--- config.mk ---
export PLATFORM = sky130hd
export DESIGN_NAME = fpga_bram_ctrl
export DESIGN_NICKNAME = d
export VERILOG_FILES = /design/src/rtl/fpga_mem_pkg.sv /design/src/rtl/fpga_line_shift.sv /design/src/rtl/fpga_bram_ctrl.sv
export SDC_FILE = /design/constraint.sdc
export NUM_CORES = 1
export LEC_CHECK = 0
export BUFFER_PORTS_ARGS = -buffer_cell sky130_fd_sc_hd__buf_2
export CAP_MARGIN = 10
export CORE_AREA = 2 2 241 243
export DETAILED_ROUTE_END_ITERATION = 10
export DIE_AREA = 0 0 243 245
export PLACE_DENSITY = 0.57
export SYNTH_ARGS = -nofsm -noshare
export SYNTH_HDL_FRONTEND = slang
export SYNTH_HIERARCHICAL = 1
export SYNTH_SLANG_ARGS = --single-unit
--- constraint.sdc ---
create_clock -name clk -period 10.3 [get_ports clk]
set_clock_uncertainty 0.1 [all_clocks]
set_input_delay 2.06 -clock clk [delete_from_list [all_inputs] [get_ports clk]]
set_output_delay 2.06 -clock clk [all_outputs]
set_load 0.05 [all_outputs]
--- src/rtl/fpga_mem_pkg.sv ---
// Shared types and default geometry for the cache-line to BRAM bridge.
package fpga_mem_pkg;

   localparam int ADDR_W_DEF  = 32;
   localparam int BUS_W_DEF   = 32;
   localparam int LINE_W_DEF  = 256;
   localparam int TIMEOUT_DEF = 4096;

   // Beats per line and byte-offset bits of a line address at the default geometry.
   localparam int BEATS    = LINE_W_DEF / BUS_W_DEF;
   localparam int OFFSET_W = $clog2(LINE_W_DEF / 8);

   typedef enum logic [2:0] {
      ST_IDLE,
      ST_SEND_ADDR,
      ST_SEND_DATA,
      ST_WAIT_WACK,
      ST_WAIT_RDATA,
      ST_RESP
   } fpga_ctrl_state_t;

   typedef struct packed {
      logic                  write;
      logic [ADDR_W_DEF-1:0] addr;
      logic [LINE_W_DEF-1:0] wdata;
   } line_req_t;

endpackage

--- src/rtl/fpga_line_shift.sv ---
// Line register organised as BEATS slots of BUS_W bits. Loads a whole line,
// writes one slot by index (deserialize) and reads one slot by index (serialize).
module fpga_line_shift #(
   parameter int BUS_W = 32,
   parameter int BEATS = 8,
   localparam int IDX_W = (BEATS > 1) ? $clog2(BEATS) : 1
) (
   input  logic                   clk,
   input  logic                   rst,
   input  logic                   load,
   input  logic [BEATS*BUS_W-1:0] load_data,
   input  logic                   wr_en,
   input  logic [IDX_W-1:0]       wr_idx,
   input  logic [BUS_W-1:0]       wr_data,
   input  logic [IDX_W-1:0]       rd_idx,
   output logic [BUS_W-1:0]       rd_data,
   output logic [BEATS*BUS_W-1:0] line
);

   logic [BEATS-1:0][BUS_W-1:0] slots;

   // Whole-line load has priority over a single-slot write.
   always_ff @(posedge clk or posedge rst) begin
      // NOTE: this array is reset because it drives rsp_rdata directly and every
      // output must read 0 out of reset; a pure data buffer would normally skip it.
      if (rst) begin
         slots <= '0;
      end else if (load) begin
         // NOTE: sequential state uses non-blocking assignments so every flop
         // samples pre-edge values regardless of statement order.
         slots <= load_data;
      end else if (wr_en) begin
         slots[wr_idx] <= wr_data;
      end
   end

   assign rd_data = slots[rd_idx];
   assign line    = slots;

endmodule

--- src/rtl/fpga_bram_ctrl.sv ---
// Bridges one cache-line request at a time onto the narrow shared BRAM bus:
// address beat, optional write-data beats, then waits for ack or read beats.
module fpga_bram_ctrl
   import fpga_mem_pkg::*;
#(
   parameter int ADDR_W      = ADDR_W_DEF,
   parameter int BUS_W       = BUS_W_DEF,
   parameter int LINE_W      = LINE_W_DEF,
   parameter int TIMEOUT_CYC = TIMEOUT_DEF
) (
   input  logic              clk,
   input  logic              rst,
   input  logic              req_valid,
   output logic              req_ready,
   input  logic              req_write,
   input  logic [ADDR_W-1:0] req_addr,
   input  logic [LINE_W-1:0] req_wdata,
   output logic              rsp_valid,
   output logic              rsp_write,
   output logic              rsp_err,
   output logic [LINE_W-1:0] rsp_rdata,
   output logic [BUS_W-1:0]  address_data_bus_c_to_m,
   output logic              address_on_c_to_m,
   output logic              data_on_c_to_m,
   output logic              read_en_c_to_m,
   output logic              write_en_c_to_m,
   input  logic [BUS_W-1:0]  address_data_bus_m_to_c,
   input  logic              resp_m_to_c,
   output logic              proto_err
);

   localparam int LINE_BEATS = LINE_W / BUS_W;
   localparam int BEAT_W     = (LINE_BEATS > 1) ? $clog2(LINE_BEATS) : 1;
   localparam int WAIT_W     = (TIMEOUT_CYC > 1) ? $clog2(TIMEOUT_CYC) : 1;

   localparam logic [BEAT_W-1:0] LAST_BEAT = BEAT_W'(LINE_BEATS - 1);
   localparam logic [WAIT_W-1:0] WAIT_LAST = WAIT_W'(TIMEOUT_CYC - 1);
   localparam logic [ADDR_W-1:0] LINE_MASK = ~ADDR_W'(LINE_W / 8 - 1);

   fpga_ctrl_state_t state, next_state;

   logic [BEAT_W-1:0] beat_cnt;
   logic [WAIT_W-1:0] wait_cnt;
   logic              write_q;

   logic              handshake;
   logic              in_wait;
   logic              timeout_hit;
   logic              last_beat;
   logic              slot_wr;
   logic [BEAT_W-1:0] rd_idx;
   logic [BUS_W-1:0]  rd_beat;

   // Values the output registers take at the next edge.
   logic [BUS_W-1:0]  bus_d;
   logic              address_on_d, data_on_d, read_en_d, write_en_d;
   logic              req_ready_d, rsp_valid_d, rsp_write_d, rsp_err_d;

   assign handshake   = req_valid & req_ready;
   assign in_wait     = (state == ST_WAIT_WACK) || (state == ST_WAIT_RDATA);
   assign timeout_hit = in_wait && !resp_m_to_c && (wait_cnt == WAIT_LAST);
   assign last_beat   = (beat_cnt == LAST_BEAT);
   assign slot_wr     = (state == ST_WAIT_RDATA) && resp_m_to_c;
   // The bus register is loaded one cycle ahead, so serialize the beat after the current one.
   assign rd_idx      = (state == ST_SEND_DATA) ? beat_cnt + BEAT_W'(1) : '0;

   // One line register serves both directions: loaded with wdata at accept,
   // filled slot by slot with read beats, and presented as rsp_rdata.
   fpga_line_shift #(
      .BUS_W (BUS_W),
      .BEATS (LINE_BEATS)
   ) u_line (
      .clk       (clk),
      .rst       (rst),
      .load      (handshake),
      .load_data (req_wdata),
      .wr_en     (slot_wr),
      .wr_idx    (beat_cnt),
      .wr_data   (address_data_bus_m_to_c),
      .rd_idx    (rd_idx),
      .rd_data   (rd_beat),
      .line      (rsp_rdata)
   );

   // State register.
   always_ff @(posedge clk or posedge rst) begin
      if (rst) state <= ST_IDLE;
      else     state <= next_state;
   end

   // Next-state decode.
   always_comb begin
      // NOTE: defaulting every comb output first guarantees no path leaves it
      // unassigned, which is what would otherwise infer a latch.
      next_state = state;
      case (state)
         ST_IDLE:       if (handshake) next_state = ST_SEND_ADDR;
         ST_SEND_ADDR:  next_state = write_q ? ST_SEND_DATA : ST_WAIT_RDATA;
         ST_SEND_DATA:  if (last_beat) next_state = ST_WAIT_WACK;
         ST_WAIT_WACK:  if (resp_m_to_c || timeout_hit) next_state = ST_RESP;
         ST_WAIT_RDATA: if ((resp_m_to_c && last_beat) || timeout_hit) next_state = ST_RESP;
         ST_RESP:       next_state = ST_IDLE;
         default:       next_state = ST_IDLE;
      endcase
   end

   // Output decode from the state being entered, so registered outputs line up with it.
   always_comb begin
      bus_d        = '0;
      address_on_d = 1'b0;
      data_on_d    = 1'b0;
      read_en_d    = 1'b0;
      write_en_d   = 1'b0;
      rsp_valid_d  = 1'b0;
      rsp_write_d  = 1'b0;
      rsp_err_d    = 1'b0;
      req_ready_d  = (next_state == ST_IDLE);
      case (next_state)
         ST_SEND_ADDR: begin
            // SEND_ADDR is only entered on a handshake, so the request ports are live here.
            bus_d        = BUS_W'(req_addr & LINE_MASK);
            address_on_d = 1'b1;
            read_en_d    = !req_write;
            write_en_d   = req_write;
         end
         ST_SEND_DATA: begin
            bus_d     = rd_beat;
            data_on_d = 1'b1;
         end
         ST_RESP: begin
            rsp_valid_d = 1'b1;
            rsp_write_d = write_q;
            rsp_err_d   = timeout_hit;
         end
         default: ;
      endcase
   end

   // Output registers; proto_err is sticky until reset.
   always_ff @(posedge clk or posedge rst) begin
      if (rst) begin
         address_data_bus_c_to_m <= '0;
         address_on_c_to_m       <= 1'b0;
         data_on_c_to_m          <= 1'b0;
         read_en_c_to_m          <= 1'b0;
         write_en_c_to_m         <= 1'b0;
         req_ready               <= 1'b0;
         rsp_valid               <= 1'b0;
         rsp_write               <= 1'b0;
         rsp_err                 <= 1'b0;
         proto_err               <= 1'b0;
      end else begin
         address_data_bus_c_to_m <= bus_d;
         address_on_c_to_m       <= address_on_d;
         data_on_c_to_m          <= data_on_d;
         read_en_c_to_m          <= read_en_d;
         write_en_c_to_m         <= write_en_d;
         req_ready               <= req_ready_d;
         rsp_valid               <= rsp_valid_d;
         rsp_write               <= rsp_write_d;
         rsp_err                 <= rsp_err_d;
         if (resp_m_to_c && (state == ST_IDLE || state == ST_SEND_ADDR || state == ST_SEND_DATA))
            proto_err <= 1'b1;
      end
   end

   // Beat index, wait-timeout counter and captured request type.
   always_ff @(posedge clk or posedge rst) begin
      if (rst) begin
         beat_cnt <= '0;
         wait_cnt <= '0;
         write_q  <= 1'b0;
      end else begin
         if (handshake) write_q <= req_write;

         if (next_state != state)
            beat_cnt <= '0;
         else if (state == ST_SEND_DATA || slot_wr)
            beat_cnt <= beat_cnt + BEAT_W'(1);

         if (next_state != state || resp_m_to_c)
            wait_cnt <= '0;
         else if (in_wait)
            wait_cnt <= wait_cnt + WAIT_W'(1);
      end
   end

endmodule

==> run summary <==
Hold Vio Cnt, Final: 0
Global Route Usage Sum: 0.213
Setup WS post-layout: 6.07 ns
routability-driven placement congestion ratio: 0.893
Slew @ Worst Pin: 1.16 ns
dpl cells: 2790
Finished Layout Cells: 2865
Post-CTS Setup Bufs: 0
Worst path max stage delay: 0.83 ns
post-synthesis cell count: 1545
post-DR wirelength/cell: 22.8 um
CTS clk-pin slew, worst paths: 0.06 ns
hold crit path type: reg2reg
CP Capture Type: register
Worst setup SP type: input pin
WHS: 0.374 ns
I/O Pins: 622
Post-Syn Area: 16800 um2
min Tclk post-route: 4.23 ns
cts-stage hold buffer count: 0
worst endpoint data arrival time: 4.52 ns
TritonCTS clock tree: yes
share of layout cells above drive strength 1: 0.376
Critical Path Slowest Stage Cell: nor4b_4
Rel. slew slack: 0.227
Crit path max-delay family: simple AND/OR/NAND/NOR gates
Via density: 5.05
MaxCap Viol Count: 0
Synth Flop Type: dfrtp_1
flops & latches, synth: 316
total congestion overflow: 0
Setup Slack @ Placement: 5.51 ns
final setup TNS: 0 ns
Syn. warnings: 6
port bufs: 616
final setup violation count: 0
syn avg cell area: 10.9 um2
unrepaired setup endpoints after global routing: false
Sequential Area: 7910 um2
number of synthesized flops with an enable pin: 0
post-synthesis sequential area ratio: 0.471
core area: 57000 um2
Critical Path RT: 10.59 ns
die height: 245 um
DRC: 0
worst path bufs/invs: 2
HPWL Detailed: 44300 um
syn nets: 1873
die area: 59500 um2
CTS H-tree depth: 2
number of global-route vias before repair: 14700
Initial Util: 0.294
Netlist cell types: 55
DRT Pass-1 Iters: 5
status: complete, no violations
Worst VDD drop: 0.268 mV
Cell Rows: 88
first-pass GRT wire length: 96300 um
DRT iter0 DRCs: 992
post-CTS sizing: 0
Final Max Tran Viols: 0
Synth area leader: dfrtp_1
initial antenna violation count: 8
post-route ant nets: 0
top-area cell type share of the netlist area: 0.471
filler cell count: 5890
area grow syn2layout: 28.3%
pin count of the biggest net entering global routing: 232
post-layout util: 0.378
CP Class: in2reg
Clk Latency, worst-skew pair: 0.55 ns
footprint of the multi-input gates: 7910 um2
Max Fanout on Critical Path: 26
Bufs on Longest Clock Path: 3
CP Cell Sequence: buf_2, and2_1, nor4b_4, buf_4, mux2i_1, o21ai_1
Power per Cell Area: 368 nW/um2
CTS root buffer: clkbuf_16
FMAX: 236 MHz
Async SR Flop Fraction: 1.00
LEAKAGE: 10.5 nW
synth top area cells: dfrtp_1, mux2i_1, o21ai_0
CTS sink count: 316
Die X: 243 um
Vias: 14500
Final #Nets: 2395
WL final: 65400 um
Num CTS Buffers: 40
Final period util: 0.411
[cell families after synthesis]
logic type | after synthesis | synth area share
and+or+nand+nor | 357 | 0.0921
adders and majority gates | 3 | 0.00224
buffers and inverters | 191 | 0.0610
muxes | 355 | 0.267
DFF | 316 | 0.471
xor gates and xnor gates | 10 | 0.00522
AOI/OAI and AO/OA | 313 | 0.101
[final cells by class]
cell class,count,area share
Antenna cell,6,0.000697
Clock buffer,53,0.0525
Clock inverter,16,0.00988
Inverter,36,0.00703
Multi-Input combinational cell,1038,0.367
Sequential cell,316,0.367
Tap cell,765,0.0445
Timing Repair Buffer,635,0.151
[cells in the mapped netlist (all sizes together) (4+ instances only)]
cell type	n
inv	36
and2	4
nor2	17
xnor2	6
o31ai	28
o21ai	260
buf	98
nand4b	4
nand2	291
nand3	6
nor3b	7
mux2i	258
dfrtp	316
a21oi	7
clkbuf	57
xor2	4
mux2	33
mux4	64
[power breakdown]
group          switching, mW  internal, mW
Sequential             0.487          1.80
Combinational           3.10          1.06
Clock                  0.571         0.894
[metal layers]
| metal | up-vias | global-route usage | share of wire |
|---|---|---|---|
| met4 | 4 | 0.0623 | 0.024 |
| met5 | - | 0 | 0.00041 |
| li1 | 6514 | - | - |
| met1 | 7293 | 0.273 | 0.41 |
| met3 | 101 | 0.0450 | 0.061 |
| met2 | 546 | 0.363 | 0.50 |
[registers in the layout, summed over array words and instances (netlist names), 3 cells and up]
register and count:
address_data_bus_c_to_m 32, beat_cnt 3, state 3, u_line/line 256, wait_cnt 12
[per-stage QoR]
| step | instance area [um2] | total power [mW] |
|---|---|---|
| detailed placement | 20200 | 6.48 |
| floorplan | 16800 | 5.27 |
| global route | 21500 | 8.30 |
| finish | 21500 | 7.92 |
| global placement | 20200 | 6.42 |
| CTS | 21500 | 7.97 |
[path summary, 6_finish.rpt]
kind	slack, ns	endpoint	startpoint	cells after the start
worst max-delay path	6.07	u_line/line[11]	resp_m_to_c	6
worst max register to register	6.31	address_data_bus_c_to_m[22]	beat_cnt[0]	8
min in group asynchronous	1.56	u_line/line[188]	rst	2
max in group asynchronous	7.04	u_line/line[71]	rst	3
worst min-delay path	0.37	proto_err	proto_err	1
worst min register to register	0.37	proto_err	proto_err	1
[cells in the final DEF, fill, tap and decap left out, drive strengths merged, types with 3 or more instances in the layout]
cell	netlist	routed
buf	98	635
dfrtp	316	316
nand2	291	291
o21ai	260	260
mux2i	258	258
mux4	64	64
clkbuf	57	53
inv	36	35
mux2	33	33
o31ai	28	28
nor2	17	17
clkinv	0	12
a21oi	7	7
nor3b	7	7
diode	0	6
xnor2	6	6
nand3	6	6
bufinv	0	5
nand4b	4	4
and2	4	4
xor2	4	4
nand4	3	3
nand3b	3	3
o211ai	3	3
a211oi	3	3
ha	3	3
and3	3	3
Note: power is estimated with default switching activity, not from simulation.
